==> config.mk <==
export PLATFORM = sky130hd
export DESIGN_NAME = multicycle_control_unit_flat
export DESIGN_NICKNAME = d
export VERILOG_FILES = /design/src/rtl/multicycle_control_unit_if.sv /design/src/rtl/multicycle_control_unit.sv /design/src/flat_wrapper.sv
export SDC_FILE = /design/constraint.sdc
export NUM_CORES = 1
export LEC_CHECK = 0
export ABC_AREA = 1
export CAP_MARGIN = 20
export CELL_PAD_IN_SITES_DETAIL_PLACEMENT = 2
export CELL_PAD_IN_SITES_GLOBAL_PLACEMENT = 2
export CORE_UTILIZATION = 26
export DETAILED_ROUTE_END_ITERATION = 12
export PLACE_DENSITY = 0.92
export SLEW_MARGIN = 10
export SYNTH_ARGS = -nofsm -noshare
export SYNTH_HDL_FRONTEND = slang
export SYNTH_SLANG_ARGS = --single-unit
==> constraint.sdc <==
create_clock -name clk -period 2.15 [get_ports clk]
set_clock_uncertainty 0.2 [all_clocks]
set_input_delay 0.3225 -clock clk [delete_from_list [all_inputs] [get_ports clk]]
set_output_delay 0.3225 -clock clk [all_outputs]
set_load 0.005 [all_outputs]
==> src/rtl/multicycle_control_unit_if.sv <==
// Control-unit boundary: datapath status in, datapath controls out.
// Shared by the control FSM (master) and the datapath (slave).
interface multicycle_control_unit_if #(
  parameter int CNT_WIDTH = 32
);
  logic [6:0]           opcode_i;
  logic                 zero_i;
  logic                 mem_ready_i;
  logic                 pc_write_o;
  logic                 ir_write_o;
  logic                 adr_src_o;
  logic                 mem_read_o;
  logic                 mem_write_o;
  logic                 reg_write_o;
  logic [1:0]           alu_src_a_o;
  logic [1:0]           alu_src_b_o;
  logic [1:0]           result_src_o;
  logic [2:0]           ALU_Op_o;
  logic                 branch_o;
  logic                 illegal_instr_o;
  logic [CNT_WIDTH-1:0] retired_cnt_o;
  logic [3:0]           state_o;

  modport master (
    input  opcode_i, zero_i, mem_ready_i,
    output pc_write_o, ir_write_o, adr_src_o,
    output mem_read_o, mem_write_o, reg_write_o,
    output alu_src_a_o, alu_src_b_o, result_src_o,
    output ALU_Op_o, branch_o, illegal_instr_o,
    output retired_cnt_o, state_o
  );

  modport slave (
    output opcode_i, zero_i, mem_ready_i,
    input  pc_write_o, ir_write_o, adr_src_o,
    input  mem_read_o, mem_write_o, reg_write_o,
    input  alu_src_a_o, alu_src_b_o, result_src_o,
    input  ALU_Op_o, branch_o, illegal_instr_o,
    input  retired_cnt_o, state_o
  );
endinterface

==> src/rtl/multicycle_control_unit.sv <==
// Main control FSM of the multi-cycle RISC-V datapath.
// Sequences fetch/decode/execute/writeback and counts retired instructions.
module multicycle_control_unit #(
  parameter int CNT_WIDTH = 32
) (
  input  logic clk,
  input  logic reset,
  multicycle_control_unit_if.master bus
);

  localparam logic [3:0] S_FETCH     = 4'd0;
  localparam logic [3:0] S_DECODE    = 4'd1;
  localparam logic [3:0] S_MEM_ADDR  = 4'd2;
  localparam logic [3:0] S_MEM_READ  = 4'd3;
  localparam logic [3:0] S_MEM_WB    = 4'd4;
  localparam logic [3:0] S_MEM_WRITE = 4'd5;
  localparam logic [3:0] S_EXEC_R    = 4'd6;
  localparam logic [3:0] S_EXEC_I    = 4'd7;
  localparam logic [3:0] S_ALU_WB    = 4'd8;
  localparam logic [3:0] S_BRANCH    = 4'd9;
  localparam logic [3:0] S_JAL       = 4'd10;
  localparam logic [3:0] S_LUI       = 4'd11;

  logic [3:0]           state_q, state_d;
  logic [CNT_WIDTH-1:0] cnt_q, cnt_d;

  logic       rdy;
  logic       op_r, op_i, op_ld, op_st;
  logic       op_br, op_jal, op_lui;
  logic       pc_update, branch, ir_write;
  logic       adr_src, mem_read, mem_write;
  logic       reg_write, illegal, retire;
  logic [1:0] src_a, src_b, res_src;
  logic [2:0] alu_op;

  assign rdy = bus.mem_ready_i;

  always_comb begin
    op_r   = bus.opcode_i == 7'b0110011;
    op_i   = bus.opcode_i == 7'b0010011;
    op_ld  = bus.opcode_i == 7'b0000011;
    op_st  = bus.opcode_i == 7'b0100011;
    op_br  = bus.opcode_i == 7'b1100011;
    op_jal = bus.opcode_i == 7'b1101111;
    op_lui = bus.opcode_i == 7'b0110111;
  end

  always_comb begin
    state_d   = S_FETCH;
    pc_update = 1'b0;
    branch    = 1'b0;
    ir_write  = 1'b0;
    adr_src   = 1'b0;
    mem_read  = 1'b0;
    mem_write = 1'b0;
    reg_write = 1'b0;
    illegal   = 1'b0;
    retire    = 1'b0;
    src_a     = 2'b00;
    src_b     = 2'b00;
    res_src   = 2'b00;
    alu_op    = 3'b000;
    case (state_q)
      S_FETCH: begin
        mem_read  = 1'b1;
        src_b     = 2'b10;
        alu_op    = 3'b010;
        res_src   = 2'b10;
        ir_write  = rdy;
        pc_update = rdy;
        state_d   = rdy ? S_DECODE : S_FETCH;
      end
      S_DECODE: begin
        src_a  = 2'b01;
        src_b  = 2'b01;
        alu_op = 3'b010;
        unique case (1'b1)
          op_r:          state_d = S_EXEC_R;
          op_i:          state_d = S_EXEC_I;
          op_ld, op_st:  state_d = S_MEM_ADDR;
          op_br:         state_d = S_BRANCH;
          op_jal:        state_d = S_JAL;
          op_lui:        state_d = S_LUI;
          default:       illegal = 1'b1;
        endcase
      end
      S_MEM_ADDR: begin
        src_a   = 2'b10;
        src_b   = 2'b01;
        alu_op  = 3'b010;
        state_d = op_ld ? S_MEM_READ : S_MEM_WRITE;
      end
      S_MEM_READ: begin
        adr_src  = 1'b1;
        mem_read = 1'b1;
        state_d  = rdy ? S_MEM_WB : S_MEM_READ;
      end
      S_MEM_WB: begin
        res_src   = 2'b01;
        reg_write = 1'b1;
        retire    = 1'b1;
      end
      S_MEM_WRITE: begin
        adr_src   = 1'b1;
        mem_write = 1'b1;
        retire    = rdy;
        state_d   = rdy ? S_FETCH : S_MEM_WRITE;
      end
      S_EXEC_R: begin
        src_a   = 2'b10;
        state_d = S_ALU_WB;
      end
      S_EXEC_I: begin
        src_a   = 2'b10;
        src_b   = 2'b01;
        alu_op  = 3'b001;
        state_d = S_ALU_WB;
      end
      S_ALU_WB: begin
        reg_write = 1'b1;
        retire    = 1'b1;
      end
      S_BRANCH: begin
        src_a  = 2'b10;
        alu_op = 3'b011;
        branch = 1'b1;
        retire = 1'b1;
      end
      // Link value old PC+4 goes to ALUOut; ALU_WB writes it to rd.
      S_JAL: begin
        src_a     = 2'b01;
        src_b     = 2'b10;
        alu_op    = 3'b010;
        pc_update = 1'b1;
        state_d   = S_ALU_WB;
      end
      S_LUI: begin
        src_a   = 2'b10;
        src_b   = 2'b01;
        alu_op  = 3'b100;
        state_d = S_ALU_WB;
      end
      default: state_d = S_FETCH;
    endcase
    cnt_d = retire ? cnt_q + CNT_WIDTH'(1) : cnt_q;
  end

  always_ff @(posedge clk or posedge reset) begin
    if (reset) begin
      state_q <= S_FETCH;
      cnt_q   <= '0;
    end else begin
      state_q <= state_d;
      cnt_q   <= cnt_d;
    end
  end

  // Controls are forced quiet while reset is held.
  assign bus.pc_write_o      = ~reset & (pc_update | (branch & bus.zero_i));
  assign bus.ir_write_o      = ~reset & ir_write;
  assign bus.adr_src_o       = ~reset & adr_src;
  assign bus.mem_read_o      = ~reset & mem_read;
  assign bus.mem_write_o     = ~reset & mem_write;
  assign bus.reg_write_o     = ~reset & reg_write;
  assign bus.alu_src_a_o     = reset ? 2'b00 : src_a;
  assign bus.alu_src_b_o     = reset ? 2'b00 : src_b;
  assign bus.result_src_o    = reset ? 2'b00 : res_src;
  assign bus.ALU_Op_o        = reset ? 3'b000 : alu_op;
  assign bus.branch_o        = ~reset & branch;
  assign bus.illegal_instr_o = ~reset & illegal;
  assign bus.retired_cnt_o   = cnt_q;
  assign bus.state_o         = state_q;

endmodule

==> src/flat_wrapper.sv <==
// flat-port wrapper written by rule: the top's interface ports become plain ports
module multicycle_control_unit_flat 
#(
  parameter int CNT_WIDTH = 32
)
  (clk, reset, bus_opcode_i, bus_zero_i, bus_mem_ready_i, bus_pc_write_o, bus_ir_write_o, bus_adr_src_o, bus_mem_read_o, bus_mem_write_o, bus_reg_write_o, bus_alu_src_a_o, bus_alu_src_b_o, bus_result_src_o, bus_ALU_Op_o, bus_branch_o, bus_illegal_instr_o, bus_retired_cnt_o, bus_state_o);
  multicycle_control_unit_if #(.CNT_WIDTH(CNT_WIDTH)) bus_i ();
  input  logic clk;
  input  logic reset;
  input wire logic [$bits(bus_i.opcode_i)-1:0] bus_opcode_i;
  input wire logic [$bits(bus_i.zero_i)-1:0] bus_zero_i;
  input wire logic [$bits(bus_i.mem_ready_i)-1:0] bus_mem_ready_i;
  output wire logic [$bits(bus_i.pc_write_o)-1:0] bus_pc_write_o;
  output wire logic [$bits(bus_i.ir_write_o)-1:0] bus_ir_write_o;
  output wire logic [$bits(bus_i.adr_src_o)-1:0] bus_adr_src_o;
  output wire logic [$bits(bus_i.mem_read_o)-1:0] bus_mem_read_o;
  output wire logic [$bits(bus_i.mem_write_o)-1:0] bus_mem_write_o;
  output wire logic [$bits(bus_i.reg_write_o)-1:0] bus_reg_write_o;
  output wire logic [$bits(bus_i.alu_src_a_o)-1:0] bus_alu_src_a_o;
  output wire logic [$bits(bus_i.alu_src_b_o)-1:0] bus_alu_src_b_o;
  output wire logic [$bits(bus_i.result_src_o)-1:0] bus_result_src_o;
  output wire logic [$bits(bus_i.ALU_Op_o)-1:0] bus_ALU_Op_o;
  output wire logic [$bits(bus_i.branch_o)-1:0] bus_branch_o;
  output wire logic [$bits(bus_i.illegal_instr_o)-1:0] bus_illegal_instr_o;
  output wire logic [$bits(bus_i.retired_cnt_o)-1:0] bus_retired_cnt_o;
  output wire logic [$bits(bus_i.state_o)-1:0] bus_state_o;
  assign bus_i.opcode_i = bus_opcode_i;
  assign bus_i.zero_i = bus_zero_i;
  assign bus_i.mem_ready_i = bus_mem_ready_i;
  assign bus_pc_write_o = bus_i.pc_write_o;
  assign bus_ir_write_o = bus_i.ir_write_o;
  assign bus_adr_src_o = bus_i.adr_src_o;
  assign bus_mem_read_o = bus_i.mem_read_o;
  assign bus_mem_write_o = bus_i.mem_write_o;
  assign bus_reg_write_o = bus_i.reg_write_o;
  assign bus_alu_src_a_o = bus_i.alu_src_a_o;
  assign bus_alu_src_b_o = bus_i.alu_src_b_o;
  assign bus_result_src_o = bus_i.result_src_o;
  assign bus_ALU_Op_o = bus_i.ALU_Op_o;
  assign bus_branch_o = bus_i.branch_o;
  assign bus_illegal_instr_o = bus_i.illegal_instr_o;
  assign bus_retired_cnt_o = bus_i.retired_cnt_o;
  assign bus_state_o = bus_i.state_o;
  multicycle_control_unit #(.CNT_WIDTH(CNT_WIDTH)) u_core (.clk(clk), .reset(reset), .bus(bus_i));
endmodule
==> metrics.txt, run 1 <==
pin count of the biggest net entering global routing=21; Post-Syn Area=2500 µm²; LEAKAGE=approximately 1.7 nW; largest area contributor in the netlist=dfrtp_1; sequential power share=0.455; max cap viols=0; Die Wd=100 µm; CP Capture Type=output port; RePlAce Congestion=0.809; Post-synth EDFFs=0; synth warn=0; Max Root-Sink Buffers=2; CTS tree=yes; Skew-Pair Late Insertion Delay=300 ps; switching power=532 µW; Buf/Inv on CP=3; post-route ant nets=0; largest stage delay on the critical path=480 ps; worst slew pin tran=438 ps; commonest cells in the netlist=163 x nand2_1, 61 x nor2_1, 43 x inv_1; antenna diode instance count=0; crit path DAT=1710 ps; Max IR drop VDD=~220 µV; setup ws final=-85.8 ps; P&R area growth vs syn=52.9%; number of hold buffers added after cts=0; I/O Buffers=63; GRT Overall Usage=0.242; vias in the first global route=3,452; Core Box Area=just over 9000 µm²; die area=roughly 10,000 µm²; prevailing post-synth register cell=dfrtp_1; final period utilization=1.04; Top delay family on crit path=buffers and inverters; setup_tns=-134 ps; slowest CP cell=dfrtp_2; Avg WL per Cell=~20 µm; vias per cell=4.87; ys async rst share=1.00; pwr dens=438 nW/µm²; Fillers=between 1,000 and 1,500; total design power=around 1.7 mW; first-pass GRT wire length=approximately 19,000 µm; power share of the clock group=0.290; Slew Viols, Final=0; met2 usage=0.451; violated checks=setup timing; status=finished, violations left; Fmax achieved=roughly 450 MHz; worst path cell trace=buf_4 > buf_4 > nor4_2 > clkdlybuf4s15_1; Synth cell types=29; final-report hold violation count=0; Slew HR=0.708; Initial DRT Pass Iterations=4; Final setup viols=4; hpwl dp=8220 µm; H-tree depth=2; DR iter-0 viols=96; WP data required=1630 ps; Starting Density=0.269; Avg Cell Area, Syn=6.31 µm²; drc violations=0; sequential share of the synthesized area=0.360; grt ovf=0; largest cells by area after synthesis=dfrtp_1 36%, nand2_1 24%, nor2_1 9.2%; die height=100 µm; clock sink total=36; Most Used Layer, Global Route=met2; CTS clk-pin slew, worst paths=about 80 ps; Layout Nets=523; via count=3,117; Synth Register Bits=36; Yosys top cell area share=0.360; initial antenna violation count=0; most frequent CP cell=buf_4; crit path kind=reg2out; RSZ-0062 raised after global routing=true; I/O pin cnt=64; layout cell share with drive strength beyond 1=0.233; Hold WC Path Type=in2async; Mapped Nets=408; most numerous cell in the Yosys netlist=nand2_1; CP Launch Type=flop; Detailed Route WL=between 10,000 and 15,000 µm; met1 Resource Use GR=0.294; post-synthesis cell count=396; Row Count=35; CP Max Fanout=4; CTS root buffer=clkbuf_8; Comb pwr share=0.255; Int Power=between 1 and 1.5 mW; clock buffer count from CTS=5; M3 GR Usage=0.0237; Sw Ratio=0.318; minimum clock period=2240 ps
[tightest hold or removal path: cells and delay by family]
family | cells | cell delay (ps)
buf+inv | 3 | 780
[repair_timing]
action	4_1_cts	5_1_grt
endpoints found under the setup margin	17	30
gates resized for setup	54	51
setup buffers	11	9
pin swaps	4	15
[routing by layer]
| metal | part of all wire | wire length, µm | vias to the layer above |
|---|---|---|---|
| li1 | - | - | 1445 |
| met1 | 0.42 | 5230 | 1583 |
| met2 | 0.53 | 6650 | 71 |
| met3 | 0.025 | 314 | 18 |
| met4 | 0.020 | 255 | 0 |
| met5 | 0 | 0 | - |
[final timing paths]
kind | startpoint | cells past startpoint | endpoint | slack, ps
worst max-delay path | u_core.bus.state_o[0]$_DFF_PP0_ | 4 | bus_result_src_o[0] | -90
worst min-delay path | reset | 3 | u_core.bus.state_o[0]$_DFF_PP0_ | 230
worst max register to register | u_core.bus.state_o[3]$_DFF_PP0_ | 11 | u_core.bus.retired_cnt_o[29]$_DFFE_PP0P_ | 40
worst min register to register | u_core.bus.retired_cnt_o[11]$_DFFE_PP0P_ | 1 | u_core.bus.retired_cnt_o[11]$_DFFE_PP0P_ | 330
max in group asynchronous | reset | 3 | u_core.bus.retired_cnt_o[13]$_DFFE_PP0P_ | 1280
min in group clk | u_core.bus.retired_cnt_o[11]$_DFFE_PP0P_ | 1 | u_core.bus.retired_cnt_o[11]$_DFFE_PP0P_ | 330
[cells by family (layout without fill, tap and decap cells)]
family / count (synthesis) / count (layout) / synth area share
AOI/OAI and AO/OA: 18 / 18 / 0.0400
xor gates and xnor gates: 14 / 14 / 0.0490
adders and majority gates: 1 / 1 / 0.00500
buffers and inverters: 50 / 165 / 0.0826
DFF: 36 / 36 / 0.360
and+or+nand+nor: 277 / 277 / 0.463
[sequential cells by signal (all words and copies together) (netlist names)]
name and count:
u_core.bus.state_o 4, u_core.bus.retired_cnt_o 32
[power by group through the flow]
stage	clock network [mW]	logic (mW)	registers (mW)
detailed placement	0	0.359	0.772
global placement	0	0.332	0.763
finish	0.485	0.427	0.761
floorplan	0	0.139	0.763
global route	0.512	0.459	0.767
CTS	0.490	0.380	0.762
[area by class of cell]
class | count | area, µm² | area share
Inverter | 46 | 178 | 0.0465
Clock inverter | 1 | 5.00 | 0.00131
Multi-Input combinational cell | 310 | 1550 | 0.405
Timing Repair Buffer | 112 | 952 | 0.249
Tap cell | 129 | 161 | 0.0422
Clock buffer | 6 | 72.6 | 0.0190
Sequential cell | 36 | 906 | 0.237
[layout by cell type (no fill, tap or decap), types with 2 or more instances in the layout]
cell	synthesis	layout
nand2_1	163	155
nor2_1	61	54
buf_4	1	46
clkdlybuf4s50_1	0	45
inv_1	43	35
dfrtp_1	36	32
nand3_1	25	25
nand2_2	7	10
xnor2_1	10	10
nor2_4	1	9
inv_2	2	8
clkbuf_2	0	7
nand2_4	0	5
nor2_2	6	5
clkbuf_8	0	5
nand3b_1	4	4
o21ai_1	1	4
xor2_1	4	4
o21ai_0	7	4
a21oi_2	0	4
dlygate4sd2_1	0	4
buf_2	0	4
dfrtp_2	0	4
nand4_1	3	3
buf_6	2	3
inv_4	0	2
nor3_1	4	2
a21oi_1	6	2
nor3_2	0	2
clkdlybuf4s15_1	0	2
[through the flow]
step / instance area [µm²] / utilization / std cells / hold WS, ps / setup slack (ps)
floorplan: 2500 / - / 396 / 305 / 130
global placement: 3480 / 0.374 / 613 / 304 / -211
detailed placement: 3480 / 0.374 / 613 / 327 / -371
CTS: 3710 / 0.400 / 631 / 165 / -167
global route: 3820 / 0.412 / 640 / 240 / -113
finish: 3820 / 0.412 / 640 / 228 / -85.8
No activity file was read; power rests on OpenSTA's default activity.
==> run 2: changes to the inputs <==
--- a/config.mk
+++ b/config.mk
@@ -12,7 +12,7 @@
 export CORE_UTILIZATION = 26
 export DETAILED_ROUTE_END_ITERATION = 12
 export PLACE_DENSITY = 0.92
-export SLEW_MARGIN = 10
+export SLEW_MARGIN = 15
 export SYNTH_ARGS = -nofsm -noshare
 export SYNTH_HDL_FRONTEND = slang
 export SYNTH_SLANG_ARGS = --single-unit
==> results of run 2 <==
No change in the layout: final DEF, timing and power equal those of run 1.
==> run 3: changes to the inputs <==
--- a/config.mk
+++ b/config.mk
@@ -9,6 +9,7 @@
 export CAP_MARGIN = 20
 export CELL_PAD_IN_SITES_DETAIL_PLACEMENT = 2
 export CELL_PAD_IN_SITES_GLOBAL_PLACEMENT = 2
+export CORE_MARGIN = 5
 export CORE_UTILIZATION = 26
 export DETAILED_ROUTE_END_ITERATION = 12
 export PLACE_DENSITY = 0.92
==> run 3 against run 2 <==
The flow still finishes with violations (setup timing). Global-route usage fell by 2.9 points. Die area grew 17%. First-iteration DRC count rose by 17%. Via count up 0.58%. Flip-flop and latch count unchanged.
==> metrics.txt, run 3 (synthesis results as in run 1) <==
status=finished, violations left (unchanged); violated checks=setup timing (unchanged); CP Launch Type=flop (unchanged); Final setup viols=7 (was 4); I/O pin cnt=64 (unchanged); Slew HR=0.708 (about the same); die height=108 µm (was 100 µm); hpwl dp=8810 µm (was 8220 µm); GRT Overall Usage=0.213 (was 0.242); commonest non-fill, non-tap cells in the layout=158 x nand2_1, 53 x nor2_1, 45 x clkdlybuf4s50_1 (was 155 x nand2_1, 54 x nor2_1, 46 x buf_4); Fmax achieved=448 MHz (was 447 MHz); final period utilization=1.04 (about the same); Most Used Layer, Global Route=met2 (unchanged); Row Count=35 (unchanged); Starting Density=0.268 (was 0.269); max cap viols=0 (unchanged); setup ws final=-82.5 ps (was -85.8 ps); Core Box Area=9330 µm² (was 9280 µm²); Post-Layout Cell Count=637 (was 640); slowest CP cell=dfrtp_2 (unchanged); CTS root buffer=clkbuf_8 (unchanged); post-route ant nets=0 (unchanged); M3 GR Usage=0.0358 (was 0.0237); Layout Nets=519 (was 523); number of hold buffers added after cts=0 (unchanged); Max Root-Sink Buffers=2 (unchanged); Max IR drop VDD=179 µV (was 217 µV); WP depth=6 (was 4); layout cell share with drive strength beyond 1=0.219 (was 0.233); Top delay family on crit path=buffers and inverters (unchanged); Inst Count DP=611 (was 613); initial antenna violation count=0 (unchanged); CP Capture Type=output port (unchanged); P&R area growth vs syn=52.0% (was 52.9%); WP data required=1630 ps (about the same); Worst R2R Path Depth=11 (unchanged); clock buffer count from CTS=5 (unchanged); grt ovf=0 (unchanged); Fin Hold WS=247 ps (was 228 ps); most common cell after layout, fill and taps aside=nand2_1 (unchanged); drc violations=0 (unchanged); CTS tree=yes (unchanged); pin count of the biggest net entering global routing=19 (was 21); minimum clock period=2230 ps (was 2240 ps); Fillers=1,125 (unchanged); LEAKAGE=1.68 nW (was 1.69 nW); Largest register FFs=32 (unchanged); worst slew pin tran=438 ps (about the same); Slew Viols, Final=0 (unchanged); pwr dens=446 nW/µm² (was 438 nW/µm²); Detailed Route WL=13,200 µm (was 12,500 µm); largest stage delay on the critical path=510 ps (was 480 ps); worst path cell trace=buf_4 > nor2_4 > nand4_1 > buf_4 > o21ai_1 > clkdlybuf4s15_2 (was buf_4 > buf_4 > nor4_2 > clkdlybuf4s15_1); Area after DPL=3460 µm² (was 3480 µm²); Die Wd=108 µm (was 100 µm); via count=3,135 (was 3,117); met1 Resource Use GR=0.231 (was 0.294); clock sink total=36 (unchanged); most frequent CP cell=buf_4 (unchanged); CTS clk-pin slew, worst paths=80 ps (about the same); first-pass GRT wire length=19,100 µm (was 18,500 µm); vias in the first global route=3,496 (was 3,452); met2 usage=0.410 (was 0.451); die area=11,700 µm² (was 10,000 µm²); CP Max Fanout=5 (was 4); Skew-Pair Late Insertion Delay=310 ps (was 300 ps); Reg area=906 µm² (unchanged); total design power=1.69 mW (was 1.67 mW); Buf/Inv on CP=3 (unchanged); H-tree depth=2 (unchanged); multi-input logic area=1540 µm² (was 1550 µm²); Initial DRT Pass Iterations=4 (unchanged); vias per cell=4.92 (was 4.87); Place WS=-353 ps (was -371 ps); RePlAce Congestion=0.767 (was 0.809); antenna diode instance count=0 (unchanged); I/O Buffers=63 (unchanged); Hold WC Path Type=in2async (unchanged); DR iter-0 viols=112 (was 96); Avg WL per Cell=20.8 µm (was 19.5 µm); RSZ-0062 raised after global routing=true (unchanged); crit path kind=reg2out (unchanged); crit path DAT=1710 ps (about the same); Post-Layout Inst Area=3800 µm² (was 3820 µm²); final-report hold violation count=0 (unchanged)
==> run 3: path summary, 6_finish.rpt <==
check,slack (ps),endpoint,from
min in group clk,330,u_core.bus.retired_cnt_o[0]$_DFFE_PP0P_,u_core.bus.retired_cnt_o[0]$_DFFE_PP0P_
max,-80,bus_alu_src_a_o[0],u_core.bus.state_o[0]$_DFF_PP0_
max reg2reg,30,u_core.bus.retired_cnt_o[24]$_DFFE_PP0P_,u_core.bus.state_o[3]$_DFF_PP0_
min,250,u_core.bus.retired_cnt_o[5]$_DFFE_PP0P_,reset
max in group asynchronous,1250,u_core.bus.state_o[3]$_DFF_PP0_,reset
min reg2reg,330,u_core.bus.retired_cnt_o[0]$_DFFE_PP0P_,u_core.bus.retired_cnt_o[0]$_DFFE_PP0P_
==> run 3: cell type report <==
type	instances	area share
inverter	46	0.0481
sequential	36	0.238
clock inverter	3	0.00494
multi-input combinational	311	0.406
tap	129	0.0425
timing repair buffer	107	0.242
clock buffer	5	0.0181
==> run 3: report_power, final <==
part / internal [mW] / switching [mW] / total (mW)
Combinational: 0.200 / 0.208 / 0.408
Clock: 0.227 / 0.297 / 0.524
Sequential: 0.711 / 0.0518 / 0.763
==> run 3: worst min-delay path, delay by kind of cell <==
kind | cells | cell delay [ps]
buf+inv | 3 | 810
==> run 3: repair_timing <==
item | in CTS | in global routing
setup endpoints to repair | 21 | 31
resized for setup | 61 | 40
cloned | 0 | 1
pin swaps | 5 | 10
setup buffers | 5 | 13
==> run 3: through the flow <==
step                utilization  TNS, ps
floorplan                     -        0
global placement          0.371    -1780
detailed placement        0.371    -3260
CTS                       0.391     -168
global route              0.407     -665
finish                    0.407     -250
==> run 3: per-layer routing <==
layer,share of wire,wire length (µm),vias up
met5,0,0,-
met4,0.045,600,0
met3,0.030,396,34
met2,0.53,7010,77
met1,0.40,5240,1585
li1,-,-,1439
==> RTL edit, RTL diff (flow settings as in run 2) <==
`CNT_WIDTH` is set to 32 in 3 places; all go to 28.
--- a/src/rtl/multicycle_control_unit_if.sv
+++ b/src/rtl/multicycle_control_unit_if.sv
@@ -3,3 +3,3 @@
 interface multicycle_control_unit_if #(
-  parameter int CNT_WIDTH = 32
+  parameter int CNT_WIDTH = 28
 );
--- a/src/rtl/multicycle_control_unit.sv
+++ b/src/rtl/multicycle_control_unit.sv
@@ -3,3 +3,3 @@
 module multicycle_control_unit #(
-  parameter int CNT_WIDTH = 32
+  parameter int CNT_WIDTH = 28
 ) (
--- a/src/flat_wrapper.sv
+++ b/src/flat_wrapper.sv
@@ -3,3 +3,3 @@
 #(
-  parameter int CNT_WIDTH = 32
+  parameter int CNT_WIDTH = 28
 )
Ports: changed (resized bus_retired_cnt_o); port bits go from 64 to 60. No check against the original RTL was run, so the function may have changed too.
==> RTL edit against run 2 <==
Combinational power shrank 4%; critical endpoint is now bus_ALU_Op_o[2]; area after synthesis shrank 9.4%; hold slack gained 0.11 ns; via count shrank 8.3%; design area shrank 10%; wire length grew 1.7%; first-iteration DRC count grew 19%; cell count shrank 13%; setup slack gained 0.087 ns; sequential cell count shrank 4; largest cell class unchanged; total power shrank 6.2%; die area shrank 9.2%.
==> RTL edit: results (changes against run 2) <==
| Item | Reported | Change |
|---|---|---|
| Gates resized, CTS repair | 42 | was 54 |
| Via count of the first global-routing pass | 3224 | was 3452 |
| Post-Synthesis Net Count | 363 | was 408 |
| Buffers inserted during post-CTS setup optimization | 5 | was 11 |
| Max-slew headroom | 65.2% | was 70.8% |
| Drt wl/cell | 22.8 µm | was 19.5 µm |
| Compound-cell area share of the yosys netlist | 4.64% | was 4.00% |
| Clock-pin slew of the registers on the worst-case setup and hold paths | 0.06 ns | was 0.08 ns |
| Maximum number of pins on one net before global-route repair | 33 | was 21 |
| Multi-input combinational gate total | 271 | was 310 |
| Slowest cell on the critical path | sky130_fd_sc_hd__clkdlybuf4s50_1 | was sky130_fd_sc_hd__dfrtp_2 |
| Register-to-register path setup slack | 0.02 ns | was 0.04 ns |
| Count of routing violations after the opening detailed-route iteration | 114 | was 96 |
| Via density | 5.14 | was 4.87 |
| Share of synthesized cell area in full adder, half adder and majority cells | 0.552% | was 0.501% |
| Fraction of standard cell area that is sequential | 23.5% | was 23.7% |
| Met2 wire length | 6570 µm | was 6650 µm |
| Top post-synthesis cells by count | sky130_fd_sc_hd__nand2_1 (141), sky130_fd_sc_hd__nor2_1 (50), sky130_fd_sc_hd__inv_1 (39) | was sky130_fd_sc_hd__nand2_1 (163), sky130_fd_sc_hd__nor2_1 (61), sky130_fd_sc_hd__inv_1 (43) |
| Routability congestion estimate from global placement | 0.854 | was 0.809 |
| Number of standard cells in the final layout excluding fillers | 556 | was 640 |
| Outcome | completed | was finished, violations left |
| Count of filler cells inserted in the layout | 996 | was 1125 |
| Non-clock buffer share | 24.5% | was 24.9% |
| Routed length on met1 | 5150 µm | was 5230 µm |
| Critical Path AT | 1.63 ns | was 1.71 ns |
| Met3 Usage GRT | 3.51% | was 2.37% |
| Main area contributors after synthesis | sky130_fd_sc_hd__dfrtp_1 (35%), sky130_fd_sc_hd__nand2_1 (23%), sky130_fd_sc_hd__nor2_1 (8.3%) | was sky130_fd_sc_hd__dfrtp_1 (36%), sky130_fd_sc_hd__nand2_1 (24%), sky130_fd_sc_hd__nor2_1 (9.2%) |
| Worst vdd ir | 0.000317 V | was 0.000217 V |
| Detailed-routed wire length on met3 | 403 µm | was 314 µm |
| Clock-cell share of area | 2.27% | was 2.03% |
| Xor/xnor cell area share of the yosys netlist | 5.41% | was 4.90% |
| Fraction of final layout cells sized beyond drive strength 1 | 23.1% | was 23.3% |
| GR Layer Usage met2 | 46.5% | was 45.1% |
| Wire length of the first global-routing pass | 17500 µm | was 18500 µm |
| Worst hold margin | 0.340 ns | was 0.228 ns |
| Static Leak | 1.62 nW | was 1.69 nW |
| Crit Path Max Fanout | 13 | was 4 |
| Synthesis-stage register bit count | 32 | was 36 |
| Sequential element share of the synthesized area | 35.4% | was 36.0% |
| Met1 global-route usage | 29.9% | was 29.4% |
| Detailed-placement wirelength estimate | 7870 µm | was 8220 µm |
| Total global-route track usage | 25.9% | was 24.2% |
| Final worst slack | 0.00109 ns | was -0.0858 ns |
==> RTL edit: path summary, 6_finish.rpt <==
kind                                                     startpoint                                        to
max                                                           reset                           bus_ALU_Op_o[2]
max in group asynchronous                                     reset           u_core.bus.state_o[3]$_DFF_PP0_
max reg2reg                 u_core.bus.retired_cnt_o[8]$_DFFE_PP0P_  u_core.bus.retired_cnt_o[13]$_DFFE_PP0P_
min                        u_core.bus.retired_cnt_o[11]$_DFFE_PP0P_  u_core.bus.retired_cnt_o[11]$_DFFE_PP0P_
min reg2reg                u_core.bus.retired_cnt_o[11]$_DFFE_PP0P_  u_core.bus.retired_cnt_o[11]$_DFFE_PP0P_
min in group asynchronous                                     reset           u_core.bus.state_o[2]$_DFF_PP0_
==> RTL edit: power breakdown <==
group | switching [mW] | internal (mW) | total (mW)
Combinational | 0.216 | 0.195 | 0.411
Clock | 0.246 | 0.221 | 0.466
Sequential | 0.0565 | 0.635 | 0.692
